==> src/rtl/fetch_queue_unit.sv <==
`default_nettype none
// ============================================================================
// Module      : fetch_queue_unit
// Description : Instruction-fetch front end. Fetches sequentially from
//               instruction memory into a DEPTH-entry {pc, instruction}
//               queue that the decode stage drains via valid/ready.
//               Tolerates memory stalls; a redirect flushes the queue and
//               restarts fetch at the new target.
// Revision    : 1.0 - initial release
// ============================================================================
module fetch_queue_unit #(
    parameter int              XLEN     = 32,
    parameter int              DEPTH    = 4,
    parameter logic [XLEN-1:0] RESET_PC = '0,
    parameter int              PC_STEP  = 4
) (
    input  logic                       clk,
    input  logic                       rst,
    output logic [XLEN-1:0]            imem_addr,
    output logic                       imem_req,
    input  logic                       imem_ready,
    input  logic [31:0]                imem_data,
    input  logic                       redirect_valid,
    input  logic [XLEN-1:0]            redirect_target,
    output logic                       id_valid,
    input  logic                       id_ready,
    output logic [XLEN-1:0]            id_pc,
    output logic [31:0]                id_instruction,
    output logic [$clog2(DEPTH+1)-1:0] queue_count
);

    localparam int PW = $clog2(DEPTH);
    localparam int CW = $clog2(DEPTH+1);

    localparam logic [PW-1:0]   c_PTR_ONE    = PW'(1);
    localparam logic [CW-1:0]   c_CNT_ONE    = CW'(1);
    localparam logic [CW-1:0]   c_FULL_COUNT = CW'(DEPTH);
    localparam logic [XLEN-1:0] c_PC_STEP    = XLEN'(PC_STEP);

    logic [XLEN-1:0] r_fetch_pc;
    logic [CW-1:0]   r_count;
    logic [PW-1:0]   r_rd_ptr;
    logic [PW-1:0]   r_wr_ptr;
    logic [XLEN-1:0] r_pc_mem    [DEPTH];
    logic [31:0]     r_instr_mem [DEPTH];

    logic w_full;
    logic w_empty;
    logic w_pop;
    logic w_push;
    logic w_req;
    logic w_valid;
    logic w_unused_target_lsbs;

    // Word alignment of the redirect target discards its two low bits.
    assign w_unused_target_lsbs = ^redirect_target[1:0];

    // Queue status and handshakes; redirect suppresses both sides.
    assign w_full   = (r_count == c_FULL_COUNT);
    assign w_empty  = (r_count == '0);
    assign w_valid  = ~w_empty & ~redirect_valid;
    assign w_pop    = w_valid & id_ready;
    // A full queue may still fetch when the head leaves in the same cycle.
    assign w_req    = ~redirect_valid & (~w_full | w_pop);
    assign w_push   = w_req & imem_ready;

    assign imem_addr      = r_fetch_pc;
    assign imem_req       = w_req;
    assign id_valid       = w_valid;
    assign id_pc          = w_empty ? '0 : r_pc_mem[r_rd_ptr];
    assign id_instruction = w_empty ? '0 : r_instr_mem[r_rd_ptr];
    assign queue_count    = r_count;

    // Fetch PC, pointers and occupancy; redirect flushes everything.
    always_ff @(posedge clk or posedge rst) begin
        if (rst) begin
            r_fetch_pc <= RESET_PC;
            r_count    <= '0;
            r_rd_ptr   <= '0;
            r_wr_ptr   <= '0;
        end else if (redirect_valid) begin
            r_fetch_pc <= {redirect_target[XLEN-1:2], 2'b00};
            r_count    <= '0;
            r_rd_ptr   <= '0;
            r_wr_ptr   <= '0;
        end else begin
            if (w_push) begin
                r_fetch_pc <= r_fetch_pc + c_PC_STEP;
                r_wr_ptr   <= r_wr_ptr + c_PTR_ONE;
            end
            if (w_pop) begin
                r_rd_ptr <= r_rd_ptr + c_PTR_ONE;
            end
            case ({w_push, w_pop})
                2'b10:   r_count <= r_count + c_CNT_ONE;
                2'b01:   r_count <= r_count - c_CNT_ONE;
                default: r_count <= r_count;
            endcase
        end
    end

    // Queue storage: capture the returning word with the PC it came from.
    always_ff @(posedge clk or posedge rst) begin
        if (rst) begin
            for (int i = 0; i < DEPTH; i++) begin
                r_pc_mem[i]    <= '0;
                r_instr_mem[i] <= '0;
            end
        end else if (w_push) begin
            r_pc_mem[r_wr_ptr]    <= r_fetch_pc;
            r_instr_mem[r_wr_ptr] <= imem_data;
        end
    end

endmodule
`default_nettype wire

==> config.mk <==
export PLATFORM = sky130hd
export DESIGN_NAME = fetch_queue_unit
export DESIGN_NICKNAME = d
export VERILOG_FILES = /design/src/rtl/fetch_queue_unit.sv
export SDC_FILE = /design/constraint.sdc
export NUM_CORES = 1
export LEC_CHECK = 0
export BUFFER_PORTS_ARGS = -buffer_cell sky130_fd_sc_hd__buf_2
export CORE_MARGIN = 5
export CORE_UTILIZATION = 40
export DETAILED_ROUTE_END_ITERATION = 8
export GPL_ROUTABILITY_DRIVEN = 0
export PLACE_DENSITY_LB_ADDON = 0.1
export SYNTH_ARGS = -nofsm -noshare
export SYNTH_HDL_FRONTEND = slang
export SYNTH_SLANG_ARGS = --single-unit
==> constraint.sdc <==
create_clock -name clk -period 8.4 [get_ports clk]
set_input_delay 0.42 -clock clk [delete_from_list [all_inputs] [get_ports clk]]
set_output_delay 0.42 -clock clk [all_outputs]
set_load 0.005 [all_outputs]
# After elaboration in Yosys (flattened, before gate mapping)

Index checks and enable logic that the tools add are counted.

Bits in registers: 295
Latch bits: 0
RAM bits: 0
Bits in read-only memories: 0
Bits of input ports: 69
Output and inout bits: 101
Logic and storage cells: 58
Memories kept: 0

Add/sub/neg operators: 5
Multiply operators: 0
Divide/modulo/power cells: 0
$lt $le $gt $ge: 3
Eq/ne operators: 3
Shifts and indexed selects: 0
Muxes and demuxes: 20
Bitwise operators: 10
Reduce and logical (&&, ||, !) cells: 5

Operators by type and width:

| kind                                                                 | count |
|---|---|
| 32-bit two-way mux                                                   | 9 |
| 128-bit bitwise mux                                                  | 2 |
| 32-bit binary-select mux with 2-bit select                           | 2 |
| 32-bit demux with 2-bit select                                       | 1 |
| 32-bit by 3-bit adder with 32-bit output, second input constant      | 1 |
| 2-bit two-way mux                                                    | 4 |
| 3-bit greater-or-equal comparator, second input constant             | 2 |
| 2-bit NOT with 3-bit output                                          | 2 |
| 3-bit one-hot mux with 2 select lines                                | 1 |
| 2-bit by 1-bit adder with 2-bit output, second input constant        | 2 |
| 1-bit AND                                                            | 4 |
| 2-bit nonzero test                                                   | 2 |
| 3-bit by 1-bit adder with 3-bit output, second input constant        | 1 |
| 3-bit == test, second input constant                                 | 1 |
| 3-bit logical NOT                                                    | 1 |
| 3-bit by 1-bit < comparator with 1-bit output, second input constant | 1 |
| 3-bit two-way mux                                                    | 1 |
| 1-bit NOT                                                            | 3 |
| 3-bit nonzero test                                                   | 1 |
| 3-bit by 1-bit subtractor with 3-bit output, second input constant   | 1 |
| 2-bit by 1-bit == test with 1-bit output, second input constant      | 1 |
| 2-bit == test, second input constant                                 | 1 |
| 1-bit logical AND                                                    | 1 |
| 1-bit OR                                                             | 1 |

# Depth between registers and ports, before layout

Gate-level depths: netlist of run 1.

Depth after elaboration: 10
Depth in mapped cells: 10
Gate-level depth less buffers: 8

# Worst setup path before layout of run 1

No wires, ideal clock.

Path kind: register to register
From: reg r_count[0], in the netlist queue_count[0]
To: reg r_count[2], in the netlist queue_count[2]
Setup time: 136 ps
Arrival time: 2283 ps
Data required time: 8264 ps
Slack: 5981 ps
Stages on the path, launching flop included: 11
Path buffers: 2
Clock period less this slack: 2419 ps
Cell sequence: dfrtp_1 -> or4b_1 -> buf_2 -> clkbuf_1 -> a21oi_1 -> and2_1 -> fa_1 -> nand2_1 -> o22a_1 -> a32oi_1 -> a21oi_1

Word-level cells in the longest chain between the ends: 10
Elaborated cells between the ends (all ways): 16
Classes of those cells: add/sub (2); eq/ne (3); mux (2); bitwise (7); reduce/logical (2)

RTL lines:

| element                                                                   | RTL line | source |
|---|---|---|
| from (decl)                                                               | 41       | `logic [CW-1:0] r_count;` |
| from (signal assigned)                                                    | 95       | `2'b10: r_count <= r_count + c_CNT_ONE;` |
| from (signal assigned)                                                    | 96       | `2'b01: r_count <= r_count - c_CNT_ONE;` |
| from (signal assigned)                                                    | 97       | `default: r_count <= r_count;` |
| 3-bit logical NOT                                                         | 60       | `assign w_empty = (r_count == '0);` |
| 1-bit NOT                                                                 | 61       | `assign w_valid = ~w_empty & ~redirect_valid;` |
| 1-bit AND                                                                 | 61       |  |
| 1-bit AND                                                                 | 62       | `assign w_pop = w_valid & id_ready;` |
| 1-bit OR                                                                  | 64       | `assign w_req = ~redirect_valid & (~w_full \| w_pop);` |
| 1-bit AND                                                                 | 64       |  |
| 1-bit AND                                                                 | 65       | `assign w_push = w_req & imem_ready;` |
| 2-bit by 1-bit == test with 1-bit output or 2-bit == test (tied branches) | 94       | `case ({w_push, w_pop})` |
| 3-bit one-hot mux with 2 select lines                                     | 94       |  |
| 3-bit two-way mux                                                         | 81       | `end else if (redirect_valid) begin` |

Several ways; a longest one is shown, not always the timed one.
A chain may end at the register's enable or synchronous reset.

# Worst setup path in the final report of run 1

From: reg r_count[0], in the netlist queue_count[0]
To: reg r_instr_mem[108] (netlist bit)

Word-level cells in the longest chain between the ends: 7
Elaborated cells between the ends (all ways): 9
Classes of those cells: eq/ne (1); bitwise (7); reduce/logical (1)

RTL lines:

| element                         | RTL line | source |
|---|---|---|
| 3-bit logical NOT               | 60       |  |
| 1-bit NOT                       | 61       |  |
| 1-bit AND                       | 61       |  |
| 1-bit AND                       | 62       |  |
| 1-bit OR (*)                    | 64       |  |
| 1-bit AND (*)                   | 64       |  |
| 1-bit AND (*)                   | 65       |  |
| to (signal, indexed assignment) | 111      | `r_instr_mem[r_wr_ptr] <= imem_data;` |
| to (decl)                       | 45       | `logic [31:0] r_instr_mem [DEPTH];` |

Mark *: on every way between the ends. The rest lies on a longest branch, timed or not.

==> metrics, run 1 <==
CP startpoint queue_count[0]; CP Launch Type flip-flop; Netlist cell types 51; initial antenna violation count 2; die height 194 um; Layout area overhead 15.4%; Max transition margin 0.248; Tot GR Track Use 0.177; initial core utilization 0.405; Setup TNS 0 ps; wire length per cell 21.3 um; Syn Area/Cell 14.3 um2; H-tree Lvls 2; hpwl dp 19800 um; slowest stage delay, CP 920 ps; async set or reset register ratio after synthesis 1.00; Setup Viol. Count Final 0; Crit path buffers/inverters 1; drt initial violations 322; worst reg2reg startpoint queue_count[0]; full die area 37700 um2; fin crit period 3450 ps; cts hold-fix bufs 0; Max Fclk 0.290 GHz; number of synthesized flops with an enable pin 0; largest area contributor in the synthesized netlist dfrtp_1; RSZ-0062 raised after global routing false; fin. max-slew vios 0; IO Count 170; status complete, no violations; Mapped Cells 951; Yosys top cell area share 0.525; CTS sink cnt 285; Antenna Violating Nets Remaining 0; synth cell count leaders dfrtp_1, mux2_2, nor2b_1, mux4_2, nand2_1; Mapped Area 13600 um2; post-CTS setup buffers 0; Clock Skew 14.1 ps; clk buf depth 3; DR DRC count 0; # nets final 1158; worst-margin pin slew 1130 ps; final hold vios 0; Detailed Routing Iterations Pass 1 4; cts repair resizes 0; CTS Buf Count 34; most frequent cell after synthesis dfrtp_1; first-pass GRT wire length 53500 um; Slowest-stage cell, CP or4b_1; LEAKAGE 7.01 nW; layout cells sized above 1 0.476; delay-heaviest family, CP simple AND/OR/NAND/NOR gates; CTS tree yes; Synthesis Warnings 0; Hold WS 36.7 ps; vias in the first global route 8914; I/O Buffers 163; crit end category flip-flop; clk slew on worst S/H paths 60 ps; pin count of the biggest net entering global routing 184; Crit path required time 8780 ps; Synth Flop Type dfrtp_1; top cells by area, synth dfrtp_1, mux2_2, mux4_2; via count 8326; register area share after synthesis 0.525; clk_lat worst skew 510 ps; CP Data Arrival Time 3830 ps; crit-path max FO 35; Final period util 0.411; critical-path cell list or4b_1 -> and2_1 -> nand2_4 -> buf_4 -> mux2_2; Synth Register Bits 285; VDD IR max 175 uV; core area 33500 um2; grt total ovfl 0; n_diodes 0; Pwr Density 327 nW/um2; CP Class reg -> reg; die width 194 um; CTS root buffer clkbuf_16; Post-Route WL 33200 um; Rows 67; Hold WC Path Type in -> async; number of vias per cell 5.36; max cap viols 0
==> final timing paths <==
| path | endpoint | slack (ps) | depth (start not counted) |
|---|---|---|---|
| max | r_instr_mem[108] | 4950 | 5 |
| min | r_instr_mem[108] | 40 | 2 |
| max reg2reg | r_instr_mem[108] | 4950 | 5 |
| min reg2reg | r_pc_mem[52] | 490 | 1 |
| max in group asynchronous | r_rd_ptr[1] | 6800 | 3 |
| min in group clk | imem_addr[8] | 120 | 3 |
==> cells in the final DEF (no fill, tap or decap), drive strengths merged, types with 2 or more instances in the layout <==
cell    instances
a21boi          2
a21oi           4
a31oi           8
and2            4
and3            8
and4            3
buf           173
clkbuf         53
clkinv          6
conb            4
dfrtp         285
ha              5
inv             7
mux2          249
mux2i           5
mux4           62
nand2          36
nand3          17
nand4          16
nor2           17
nor2b          64
nor3            3
nor4            3
o211ai          2
o21ai          12
o311ai         10
o31ai           9
or3b            2
or4            13
xnor2           4
xor2            8
==> layer usage <==
metal,vias up,share of wire,global-route usage
met4,4,0.023,0.0456
li1,3768,-,-
met3,48,0.040,0.0342
met2,159,0.48,0.280
met5,-,0.00081,0
met1,4347,0.46,0.254
==> worst register-to-register path: stages (launching register included) <==
cell and delay [ps]:
dfrtp_1 470, or4b_1 920, and2_1 420, nand2_4 460
buf_4 620, mux2_2 450
==> per-stage QoR <==
stage | instance area (um2) | std cells | total power [W] | setup WS, ps | utilization
6_report | 15700 | 1554 | 0.00512 | 4950 | 0.467
4_1_cts | 15700 | 1554 | 0.00522 | 4840 | 0.467
5_1_grt | 15700 | 1554 | 0.00545 | 4780 | 0.467
3_3_place_gp | 14600 | 1495 | 0.00370 | 4900 | 0.434
2_1_floorplan | 13600 | 954 | 0.00321 | 116 | -
3_5_place_dp | 14600 | 1495 | 0.00374 | 4870 | 0.434
==> flip-flops by register name, indices dropped and copies added (netlist names) <==
register / count
queue_count: 3
imem_addr: 30
r_wr_ptr: 2
r_instr_mem: 128
r_pc_mem: 120
r_rd_ptr: 2
==> where the power goes <==
group | switching (W) | internal, W | total (W)
registers | 0.000301 | 0.00186 | 0.00217
clock network | 0.000563 | 0.000884 | 0.00145
logic | 0.000592 | 0.000914 | 0.00151
total | 0.00146 | 0.00366 | 0.00512
==> logic make-up after synthesis <==
| logic type | count (synthesis) | synth area share |
|---|---|---|
| xor gates and xnor gates | 12 | 0.00774 |
| buffers and inverters | 88 | 0.0393 |
| other | 1 | 0.000276 |
| AOI/OAI and AO/OA | 52 | 0.0265 |
| and+or+nand+nor | 191 | 0.0817 |
| DFF | 285 | 0.525 |
| adders and majority gates | 6 | 0.00608 |
| muxes | 316 | 0.313 |
==> area by class of cell <==
| cell class | instances | area (um2) |
|---|---|---|
| multi-input cells | 581 | 5930 |
| inverters | 8 | 37.5 |
| repair buffers | 173 | 903 |
| well taps | 448 | 561 |
| clock buffers | 53 | 1050 |
| flip-flops and latches | 285 | 7140 |
| fillers | 3107 | 17900 |
| clock inverters | 6 | 55.1 |
No activity file was read; power rests on OpenSTA's default activity.
==> run 2, diff against run 1 <==
==> constraint.sdc (replaced) <==
create_clock -name clk -period 3.6 [get_ports clk]
set_input_delay 0.18 -clock clk [delete_from_list [all_inputs] [get_ports clk]]
set_output_delay 0.18 -clock clk [all_outputs]
set_load 0.005 [all_outputs]
==> metrics, run 2 (synthesis gave the netlist of run 1 again) <==
Max transition margin 0.421 (+0.173); crit-path max FO 29 (-17%); critical-path cell list buf_12 -> mux4_2 -> nor2b_1 -> buf_2; clock network fraction of total power 0.285 (+0.002); RSZ-0062 raised after global routing false; HP Start redirect_target[25]; I/O Buffers 163 (unchanged); vias in the first global route 9060 (+1.6%); LEAKAGE 7.33 nW (+4.6%); CTS root buffer clkbuf_16; Critical R2R Capture queue_count[2]; commonest non-fill, non-tap cell in the layout dfrtp_1; clk slew on worst S/H paths 60 ps (about the same); fin crit period 2620 ps; CP Class reg -> out; CTS Buf Count 34 (unchanged); worst reg2reg startpoint queue_count[0]; drt initial violations 381 (+18%); Worst R2R Setup Slack 1010 ps (-3940 ps); DR DRC count 0 (unchanged); Slowest-stage cell, CP dfrtp_4; initial antenna violation count 1 (-1); Post-Route WL 33400 um (+0.61%); hpwl dp 20600 um (+4.0%); Pwr Density 739 nW/um2 (+130%); CP Data Arrival Time 2440 ps (-1390 ps); Sw Ratio 0.282 (-0.00276); initial core utilization 0.405 (unchanged); Hold WC Path Type in -> reg; via count 8540 (+2.6%); cts repair resizes 0 (unchanged); clk_lat worst skew 500 ps (about the same); core area 33500 um2 (unchanged); Max Fclk 0.382 GHz; Top reg by flops r_instr_mem; Internal 0.00873 W (+140%); Setup Viol. Count Final 0 (unchanged); Clock Skew 14.8 ps (+0.622 ps); status complete, no violations; die height 194 um (unchanged); sequential power share 0.417 (-0.006); VDD IR max 391 uV (+120%); hold path endpoint imem_addr[25]; pin count of the biggest net entering global routing 123 (-33%); most frequent cells in the layout dfrtp_1, mux2_2, buf_2, nor2b_1, mux4_2; layout cells sized above 1 0.459 (-0.0174); IO Count 170 (unchanged); Rows 67 (unchanged); grt total ovfl 0 (unchanged); number of vias per cell 5.27 (-1.6%); post-route cell area 16400 um2 (+4.9%); crit end category output pin; delay-heaviest family, CP flip-flops; Tot GR Track Use 0.177 (about the same); final hold vios 0 (unchanged); die width 194 um (unchanged); fin. max-slew vios 0 (unchanged); dpl cell area 14700 um2 (+1.0%); max reg flops 128 (unchanged); CP Launch Type flip-flop; Hold WS 25.9 ps (-10.8 ps); wire length per cell 20.6 um (-3.5%); Psw 0.00342 W (+140%); H-tree Lvls 2 (unchanged); pre-CTS WS 991 ps (-3880 ps); max cap viols 0 (unchanged); Detailed Routing Iterations Pass 1 4 (unchanged); CTS sink cnt 285 (unchanged); Crit path required time 3420 ps (-5360 ps); slowest stage delay, CP 750 ps (-170 ps); Layout area overhead 21.1%; Final period util 0.727; Reg2Reg Depth 8 (+3); post-route setup slack 984 ps (-3970 ps); Antenna Violating Nets Remaining 0 (unchanged); Crit path buffers/inverters 2 (+1); n_diodes 0 (unchanged); # nets final 1226 (+5.9%); cell depth of the worst hold path 3; Comb power frac 0.298 (+0.004); worst-margin pin slew 863 ps (-265 ps); first-pass GRT wire length 53600 um (+0.23%); CTS tree yes; clk buf depth 3 (unchanged); full die area 37700 um2 (unchanged)
-- run 2: layout make-up --
cell class                      instances  area (um2)
Tap cell                              448         561
Fill cell                            3034       17100
Timing Repair Buffer                  241        1650
Multi-Input combinational cell        581        5930
Clock buffer                           49        1010
Sequential cell                       285        7140
Inverter                                8        33.8
Clock inverter                          8         124
-- run 2: metal layers --
metal  global-route usage  vias up  routed length (um)
li1                     -     3904                   -
met1                0.248     4438               15200
met2                0.291      154               16200
met3               0.0308       42                1280
met4               0.0404        2                 672
met5                    0        -                  13
-- run 2: per-stage QoR --
step / setup TNS (ps) / cells / utilization / power, W
finish: 0 / 1620 / 0.490 / 0.0121
floorplan: -101820 / 954 / - / 0.00749
global placement: 0 / 1504 / 0.439 / 0.00871
global route: 0 / 1620 / 0.490 / 0.0129
CTS: 0 / 1620 / 0.490 / 0.0124
detailed placement: 0 / 1504 / 0.439 / 0.00878
-- run 2: power groups by stage --
stage          clock network [W]  registers, W  logic, W
3_3_place_gp                   0       0.00509   0.00362
6_report                 0.00346       0.00506   0.00362
2_1_floorplan                  0       0.00478   0.00270
3_5_place_dp                   0       0.00512   0.00366
4_1_cts                  0.00357       0.00507   0.00373
5_1_grt                  0.00370       0.00521   0.00400
-- run 2: what timing repair did --
| item | in CTS | in global routing |
|---|---|---|
| setup buffers | 0 | 0 |
| hold buffers | 59 | 0 |
| endpoints found under the hold margin | 157 | 0 |
-- run 2: how the worst max path moves through the flow --
stage | start | endpoint | slack, ps | depth (start not counted)
after floorplan | rst | imem_addr[10] | -360 | 1
after global placement | queue_count[0] | r_instr_mem[23] | 1000 | 5
after detailed placement | queue_count[0] | r_instr_mem[44] | 990 | 5
after CTS | r_rd_ptr[0] | id_instruction[5] | 900 | 4
after global routing | queue_count[0] | queue_count[2] | 800 | 8
final | r_rd_ptr[0] | id_instruction[5] | 980 | 4
-- run 2: worst min-delay path, cell delays in order --
cell and delay (ps):
buf_2 90, a22o_1 120, or3b_2 100
